## config.mk

```make
export PLATFORM = sky130hd
export DESIGN_NAME = count_capture
export DESIGN_NICKNAME = d
export VERILOG_FILES = /design/src/rtl/count_capture.sv
export SDC_FILE = /design/constraint.sdc
export NUM_CORES = 1
export LEC_CHECK = 0
export ABC_AREA = 1
export BUFFER_PORTS_ARGS = -buffer_cell sky130_fd_sc_hd__clkbuf_2
export CAP_MARGIN = 20
export CORE_MARGIN = 8
export CORE_UTILIZATION = 31
export CTS_CLUSTER_SIZE = 8
export DETAILED_ROUTE_END_ITERATION = 8
export GPL_ROUTABILITY_DRIVEN = 0
export GPL_TIMING_DRIVEN = 0
export PLACE_DENSITY_LB_ADDON = 0.25
export SLEW_MARGIN = 25
export SYNTH_ARGS = -nofsm -noshare
export SYNTH_HDL_FRONTEND = slang
export SYNTH_SLANG_ARGS = --single-unit
```

## constraint.sdc

```tcl
create_clock -name clk -period 2.05 [get_ports clk]
set_input_delay 0.205 -clock clk [delete_from_list [all_inputs] [get_ports clk]]
set_output_delay 0.205 -clock clk [all_outputs]
set_load 0.03 [all_outputs]
```

## src/rtl/count_capture.sv

```systemverilog
// Trigger-driven snapshot FIFO for the free-running counter stage.
// Captures {wrap, cc, cnt} per trigger; drops are counted instead of stalling upstream.
module count_capture #(
  parameter int WIDTH = 8,
  parameter int DEPTH = 4
) (
  input  logic                       clk,
  input  logic                       rst,
  input  logic [WIDTH-1:0]           cnt_in,
  input  logic [1:0]                 cc_in,
  input  logic                       trig,
  output logic                       out_valid,
  input  logic                       out_ready,
  output logic [WIDTH+2:0]           out_data,
  output logic [$clog2(DEPTH):0]     level,
  output logic                       overflow,
  output logic [7:0]                 drop_cnt
);

  localparam int PW = $clog2(DEPTH);
  localparam int LW = PW + 1;

  typedef logic [WIDTH+2:0] entry_t;

  entry_t           mem_q [DEPTH];
  logic [PW-1:0]    wr_ptr_q, wr_ptr_d;
  logic [PW-1:0]    rd_ptr_q, rd_ptr_d;
  logic [LW-1:0]    level_q, level_d;
  logic [WIDTH-1:0] prev_q;
  logic             prev_ok_q;
  logic             wrap_pend_q, wrap_pend_d;
  logic             overflow_q, overflow_d;
  logic [7:0]       drop_cnt_q, drop_cnt_d;

  logic   wrap_evt, full, pop, push, drop;
  entry_t entry;

  // NOTE: every signal assigned here gets a default first, so no path leaves it unassigned (no latch).
  always_comb begin
    wrap_evt    = prev_ok_q && (cnt_in < prev_q);
    full        = (level_q == LW'(DEPTH));
    out_valid   = (level_q != '0);
    pop         = out_valid && out_ready;
    push        = trig && (!full || pop);
    drop        = trig && full && !pop;
    entry       = {wrap_pend_q | wrap_evt, cc_in, cnt_in};

    wr_ptr_d    = push ? wr_ptr_q + PW'(1) : wr_ptr_q;
    rd_ptr_d    = pop  ? rd_ptr_q + PW'(1) : rd_ptr_q;

    level_d     = level_q;
    if (push && !pop)      level_d = level_q + LW'(1);
    else if (!push && pop) level_d = level_q - LW'(1);

    // An accepted capture consumes the pending wrap; a dropped one keeps it for the next.
    wrap_pend_d = push ? 1'b0 : (wrap_pend_q | wrap_evt);

    overflow_d  = overflow_q | drop;
    drop_cnt_d  = (drop && drop_cnt_q != 8'hFF) ? drop_cnt_q + 8'd1 : drop_cnt_q;
  end

  // NOTE: state uses non-blocking assignments so every register samples pre-edge values.
  always_ff @(posedge clk) begin
    if (rst) begin
      wr_ptr_q    <= '0;
      rd_ptr_q    <= '0;
      level_q     <= '0;
      prev_q      <= '0;
      prev_ok_q   <= 1'b0;
      wrap_pend_q <= 1'b0;
      overflow_q  <= 1'b0;
      drop_cnt_q  <= '0;
    end else begin
      wr_ptr_q    <= wr_ptr_d;
      rd_ptr_q    <= rd_ptr_d;
      level_q     <= level_d;
      prev_q      <= cnt_in;
      prev_ok_q   <= 1'b1;
      wrap_pend_q <= wrap_pend_d;
      overflow_q  <= overflow_d;
      drop_cnt_q  <= drop_cnt_d;
    end
  end

  // NOTE: storage is not reset; level gates visibility, so stale contents never reach out_data.
  always_ff @(posedge clk) begin
    if (push) mem_q[wr_ptr_q] <= entry;
  end

  assign out_data = out_valid ? mem_q[rd_ptr_q] : '0;
  assign level    = level_q;
  assign overflow = overflow_q;
  assign drop_cnt = drop_cnt_q;

endmodule
```

## After elaboration in Yosys (flattened, before gate mapping)

Memories as Yosys holds them, arrays and structs flattened. A register that Yosys moved wholly into a read port is not among the register bits.
Cells that the tools add are included.

| storage, ports and cells | value |
|---|---|
| bits in registers | 26 |
| input bits | 14 |
| memories kept | 1 |
| bits in writable memories | 44 |

Memory list:

| name | depth | bits a word | rd ports | clocked after memory_dff | wr ports | line | RTL |
|---|---|---|---|---|---|---|---|
| mem_q | 4 | 11 | 1 | 1 | 1 | 25 | `entry_t mem_q [DEPTH];` |

| operators by class | value |
|---|---|
| muxes and demuxes | 8 |
| reduce and logical (&&, ||, !) cells | 15 |
| $add $sub $neg | 5 |
| bitwise logic cells | 2 |
| magnitude comparators | 1 |
| equal/unequal tests | 2 |

Operators with widths:

| cell | count |
|---|---|
| two-way mux 11 bit | 1 |
| adder 8 x 1 -> 8 bit (second input constant) | 1 |
| logical AND 1 bit | 8 |
| < comparator 8 bit | 1 |
| != test 8 bit (second input constant) | 1 |
| two-way mux 3 bit | 2 |
| adder 2 x 1 -> 2 bit (second input constant) | 2 |
| two-way mux 2 bit | 2 |
| adder 3 x 1 -> 3 bit (second input constant) | 1 |
| == test 3 bit (second input constant) | 1 |
| logical NOT 1 bit | 3 |
| two-way mux 1 bit | 3 |
| nonzero test 3 bit | 1 |
| subtractor 3 x 1 -> 3 bit (second input constant) | 1 |
| bitwise OR 1 bit | 2 |
| nonzero test 2 bit | 1 |
| OR reduction 2 bit | 1 |
| logical OR 1 bit | 1 |

## Logic depth before layout (Yosys ltp)

| depth | value |
|---|---|
| word-level depth | 8 |
| depth in mapped cells | 12 |
| depth with buffers taken out | 12 |

## Worst setup path after synthesis

Ideal clock, no wire load.

| timing path | value |
|---|---|
| path kind | register -> register |
| start point | register level_q[0] (netlist: level[0]) |
| end point | register level_q[2] (netlist: level[2]) |
| data arrival time | 2.052 ns |
| path buffers | 0 |
| setup time | 0.122 ns |
| path slack | -0.124 ns |
| clock period less this slack | 2.174 ns |
| cell stages (with the launch flop) | 13 |
| path through | dfxtp_1 nor2_2 nand2_1 inv_2 nor2_2 inv_1 ha_1 inv_1 fa_1 a21oi_1 o21ai_0 o21ai_0 a21oi_1 |

| between the ends | value |
|---|---|
| word-level cells in the longest chain between the ends | 7 |
| elaborated cells on any way between the ends | 15 |
| those cells by class | 2 x add/sub; 1 x eq/ne; 2 x mux; 10 x reduce/logical |

RTL lines:

| item | line | RTL |
|---|---|---|
| from (decl) | 28 | `logic [LW-1:0] level_q, level_d;` |
| from (signal assigned) | 76 | `level_q <= level_d;` |
| nonzero test 3 bit * | 42 | `out_valid = (level_q != '0);` |
| via out_valid | 12 | `output logic out_valid,` |
| logical AND 1 bit * | 43 | `pop = out_valid && out_ready;` |
| logical OR 1 bit | 44 | `push = trig && (!full \|\| pop);` |
| logical AND 1 bit | 44 |  |
| logical NOT 1 bit | 53 | `else if (!push && pop) level_d = level_q - LW'(1);` |
| logical AND 1 bit | 53 |  |
| nonzero test 2 bit (no source line) | - |  |

The timed path passes the listed nets; every way through them passes the cells marked *. The select of a mux whose other input is x is not followed.
A chain may end at the register's enable or synchronous reset.

## Worst setup path after layout

| timing path | value |
|---|---|
| start point | register level_q[1] (netlist: level[1]) |
| end point | register level_q[2] (netlist: level[2]) |

| between the ends | value |
|---|---|
| word-level cells in the longest chain between the ends | 7 |
| elaborated cells on any way between the ends | 15 |
| those cells by class | 2 x add/sub; 1 x eq/ne; 2 x mux; 10 x reduce/logical |

RTL lines:

| item |
|---|
| branches (longest 7 deep; another with subtractor 3 x 1 -> 3 bit) |

Several ways; the timed one is not identified. The select of a mux whose other input is x is not followed.

==> impl_results.rst <==
.. list-table::
   :header-rows: 1

   * - Metric
     - Value
   * - Post-detailed-placement half-perimeter wirelength
     - roughly 4400 µm
   * - Width of the chip
     - between 100 and 150 µm
   * - DRT iter0 DRCs
     - between 90 and 100
   * - Final Max Slew Viols
     - 0
   * - Total number of vias
     - 2215
   * - Post-Synthesis Cell Area
     - slightly above 3000 µm²
   * - Area overhead of the layout relative to synthesis
     - 17.9%
   * - Post-synthesis cell count
     - about 320
   * - H-tree Lvls
     - 3
   * - Average vias per placed instance
     - ~4.4
   * - Part of the Yosys area used for sequential elements
     - approximately three fifths
   * - FMAX
     - roughly 0.53 GHz
   * - #FFs+latches synth
     - 72
   * - Register area
     - between 1500 and 2000 µm²
   * - Global-route wire length before repair
     - approximately 11000 µm
   * - Total negative slack
     - 0 ns
   * - Commonest cells after routing, fill and taps aside
     - nor2_1 (67), edfxtp_1 (44), clkbuf_2 (40)
   * - DRC violations left
     - 0
   * - Layout Nets
     - about 390
   * - Hold violation count in the final report
     - 0
   * - Worst hold path type
     - in -> reg
   * - Number of buffers added by the clock tree synthesis step
     - 9
   * - Total of hold buffers inserted after clock tree synthesis
     - 0
   * - Pwr dens
     - 1120 nW/µm²
   * - # fillers
     - between 1k and 1.5k
   * - Global-route total usage across every layer
     - a little over a tenth
   * - Clock network latency to the later pin of the worst-skew pair
     - between 0.3 and 0.4 ns
   * - Buffers on Ports
     - 37
   * - Number of rows in the core area
     - 36
   * - Number of antenna violations at the first check in global routing
     - 0
   * - Post-CTS setup-driven buffer insertion count
     - 0
   * - Effective utilization at floorplan
     - about a third
   * - Pin count of the biggest net entering global routing
     - 14
   * - Routed Wire Length
     - 6550 µm
   * - DP Cell Count
     - slightly below 500
   * - Overflow after GRT
     - 0
   * - Worst path bufs/invs
     - 3
   * - Final critical-path required period
     - about 1.9 ns
   * - Avg WL per Cell
     - 13.0 µm
   * - Via count of the first global-routing pass
     - 2288
   * - Synth cell types
     - 25
   * - Detailed-router iteration count before antenna repair
     - 5
   * - Area of the die
     - roughly 13000 µm²
   * - Cell-by-cell listing of the critical path
     - nor2_4 > nand2_2 > inv_2 > nor2_2 > inv_1 > ha_1 > inv_1 > fa_1 > a21oi_1 > o21ai_0 > o21ai_1 > a21oi_1
   * - Clock transition at path regs
     - roughly 0.08 ns
   * - Core Footprint
     - 9730 µm²
   * - Placed Area
     - 3460 µm²
   * - Antenna viol nets, final
     - 0
   * - Worst Path Required
     - 2.28 ns
   * - Setup repair after global routing missed its margin
     - false
   * - Inserted Diodes
     - 0
   * - TritonCTS clock tree
     - yes
   * - Non-filler instance count after layout
     - about 500
   * - Result of the run
     - completed
   * - Multi-input logic area
     - around 1000 µm²
   * - CP Data Arrival Time
     - approximately 2.1 ns
   * - Share of the cycle needed by the critical path after routing
     - slightly above 90%
   * - Kind of launch point of the worst setup path
     - flip-flop
   * - Yosys Warn Count
     - 0
   * - Slew at the pin closest to its max-slew limit
     - ~1 ns
   * - Commonest non-fill, non-tap cell in the layout
     - nor2_1
   * - Number of I/O pins
     - 38
   * - Pre-CTS setup slack
     - about 0.11 ns
   * - Top delay family on crit path
     - adder cells
   * - Max Root-Sink Buffers
     - 2
   * - Worst Skew
     - 0.0106 ns
   * - CTS root buffer
     - clkbuf_8
   * - Sinks on Clock Net
     - 72
   * - Mean instance size in the synthesized netlist
     - 9.74 µm²
   * - Total leakage power
     - between 1 and 1.5 nW
   * - Slack of the worst reg-to-reg path
     - around 0.16 ns
   * - Startpoint-to-endpoint class of the critical path
     - reg -> reg
   * - Final core occ
     - between 30 and 40%
   * - Final setup violating endpoints
     - 0
   * - Peak supply drop
     - around 0.35 mV
   * - Overall die height
     - between 100 and 150 µm
   * - Share of cells above drive strength 1
     - approximately a fifth
   * - Crit path largest cell delay
     - around 0.38 ns
   * - CP max-delay cell
     - fa_1
   * - Worst-case headroom to the max-slew limit
     - 33.1%
   * - Worst setup slack after layout
     - 0.161 ns
   * - Net count after synthesis
     - approximately 350
   * - Maximum capacitance violations
     - 0
   * - Post-route cell area
     - between 3000 and 4000 µm²
   * - Category of the worst setup path capture point
     - flip-flop
   * - Crit-path max FO
     - 5
==> metal layers <==
layer  global-route usage (%)  share of wire, %  wire, µm  up-vias
li1                         -                 -         -     1137
met1                     13.0                47      3100     1013
met2                     16.7                45      2950       50
met3                     3.44               5.3       349       15
met4                     5.70               2.2       146        0
met5                        0                 0         0        -
==> Yosys cell counts, drive strengths merged <==
cell / instances / area [µm²]
edfxtp: 44 / 1320
o21a: 1 / 7.51
a21oi: 28 / 140
clkbuf: 5 / 18.8
nor2: 75 / 299
o21ai: 33 / 176
a21boi: 1 / 7.51
dfxtp: 28 / 561
fa: 1 / 20.0
nand4: 2 / 18.8
ha: 13 / 163
nand2: 34 / 133
inv: 41 / 154
xnor2: 1 / 8.76
nand3: 4 / 20.0
xor2: 3 / 26.3
buf: 4 / 22.5
==> registers in the layout, indices dropped and copies added (netlist names), named ones only <==
signal,count
prev_q,8
wr_ptr_q,2
prev_ok_q,1
rd_ptr_q,2
mem_q,44
wrap_pend_q,1
drop_cnt,8
level,3
overflow,1
==> path summary, 6_finish.rpt <==
check / depth (start not counted) / end / startpoint
worst max-delay path: 12 / level[2] / level[1]
worst min register to register: 2 / wrap_pend_q / wrap_pend_q
worst max register to register: 12 / level[2] / level[1]
worst min-delay path: 2 / drop_cnt[6] / rst
==> repair_timing <==
action / CTS / global route
setup endpoints to repair: 4 / 7
resized for setup: 2 / 7
endpoints found under the hold margin: 0 / 0
==> final cells by class <==
type | instances | area share [%]
Clock buffer | 9 | 3.39
Clock inverter | 7 | 1.30
Timing Repair Buffer | 37 | 5.07
Inverter | 41 | 4.22
Sequential cell | 72 | 51.6
Tap cell | 133 | 4.56
Multi-Input combinational cell | 196 | 28.5
Buffer | 9 | 1.37
==> through the flow <==
stage                     power, mW  hold WS (ns)
after CTS                      4.10        0.0660
after floorplan                2.70         0.274
after global placement         3.09         0.434
after global routing           4.33        0.0706
final                          4.07        0.0744
after detailed placement       3.11         0.444
==> power by group <==
group / switching [mW] / leakage [nW] / internal, mW
Combinational: 0.949 / 0.764 / 0.371
Sequential: 0.0828 / 0.635 / 1.68
Clock: 0.551 / 0.0769 / 0.436
Total: 1.58 / 1.48 / 2.49
==> kinds of logic (layout without fill, tap and decap cells) <==
group                      count (synthesis)  after routing  share of synthesized area (%)
and+or+nand+nor                          115            115                           15.2
AOI/OAI and AO/OA                         63             63                           10.7
xor gates and xnor gates                   4              4                           1.13
DFF                                       72             72                           60.8
adders and majority gates                 14             14                           5.90
buffers and inverters                     50            103                           6.30
==> worst reg2reg max path, cell delays in order (launching register included) <==
cell and delay (ns):
dfxtp_2 0.36, nor2_4 0.14, nand2_2 0.07, inv_2 0.07, nor2_2 0.06, inv_1 0.06
ha_1 0.13, inv_1 0.07, fa_1 0.38, a21oi_1 0.15, o21ai_0 0.12, o21ai_1 0.13
a21oi_1 0.05
Power figures use the tool's default switching activity.
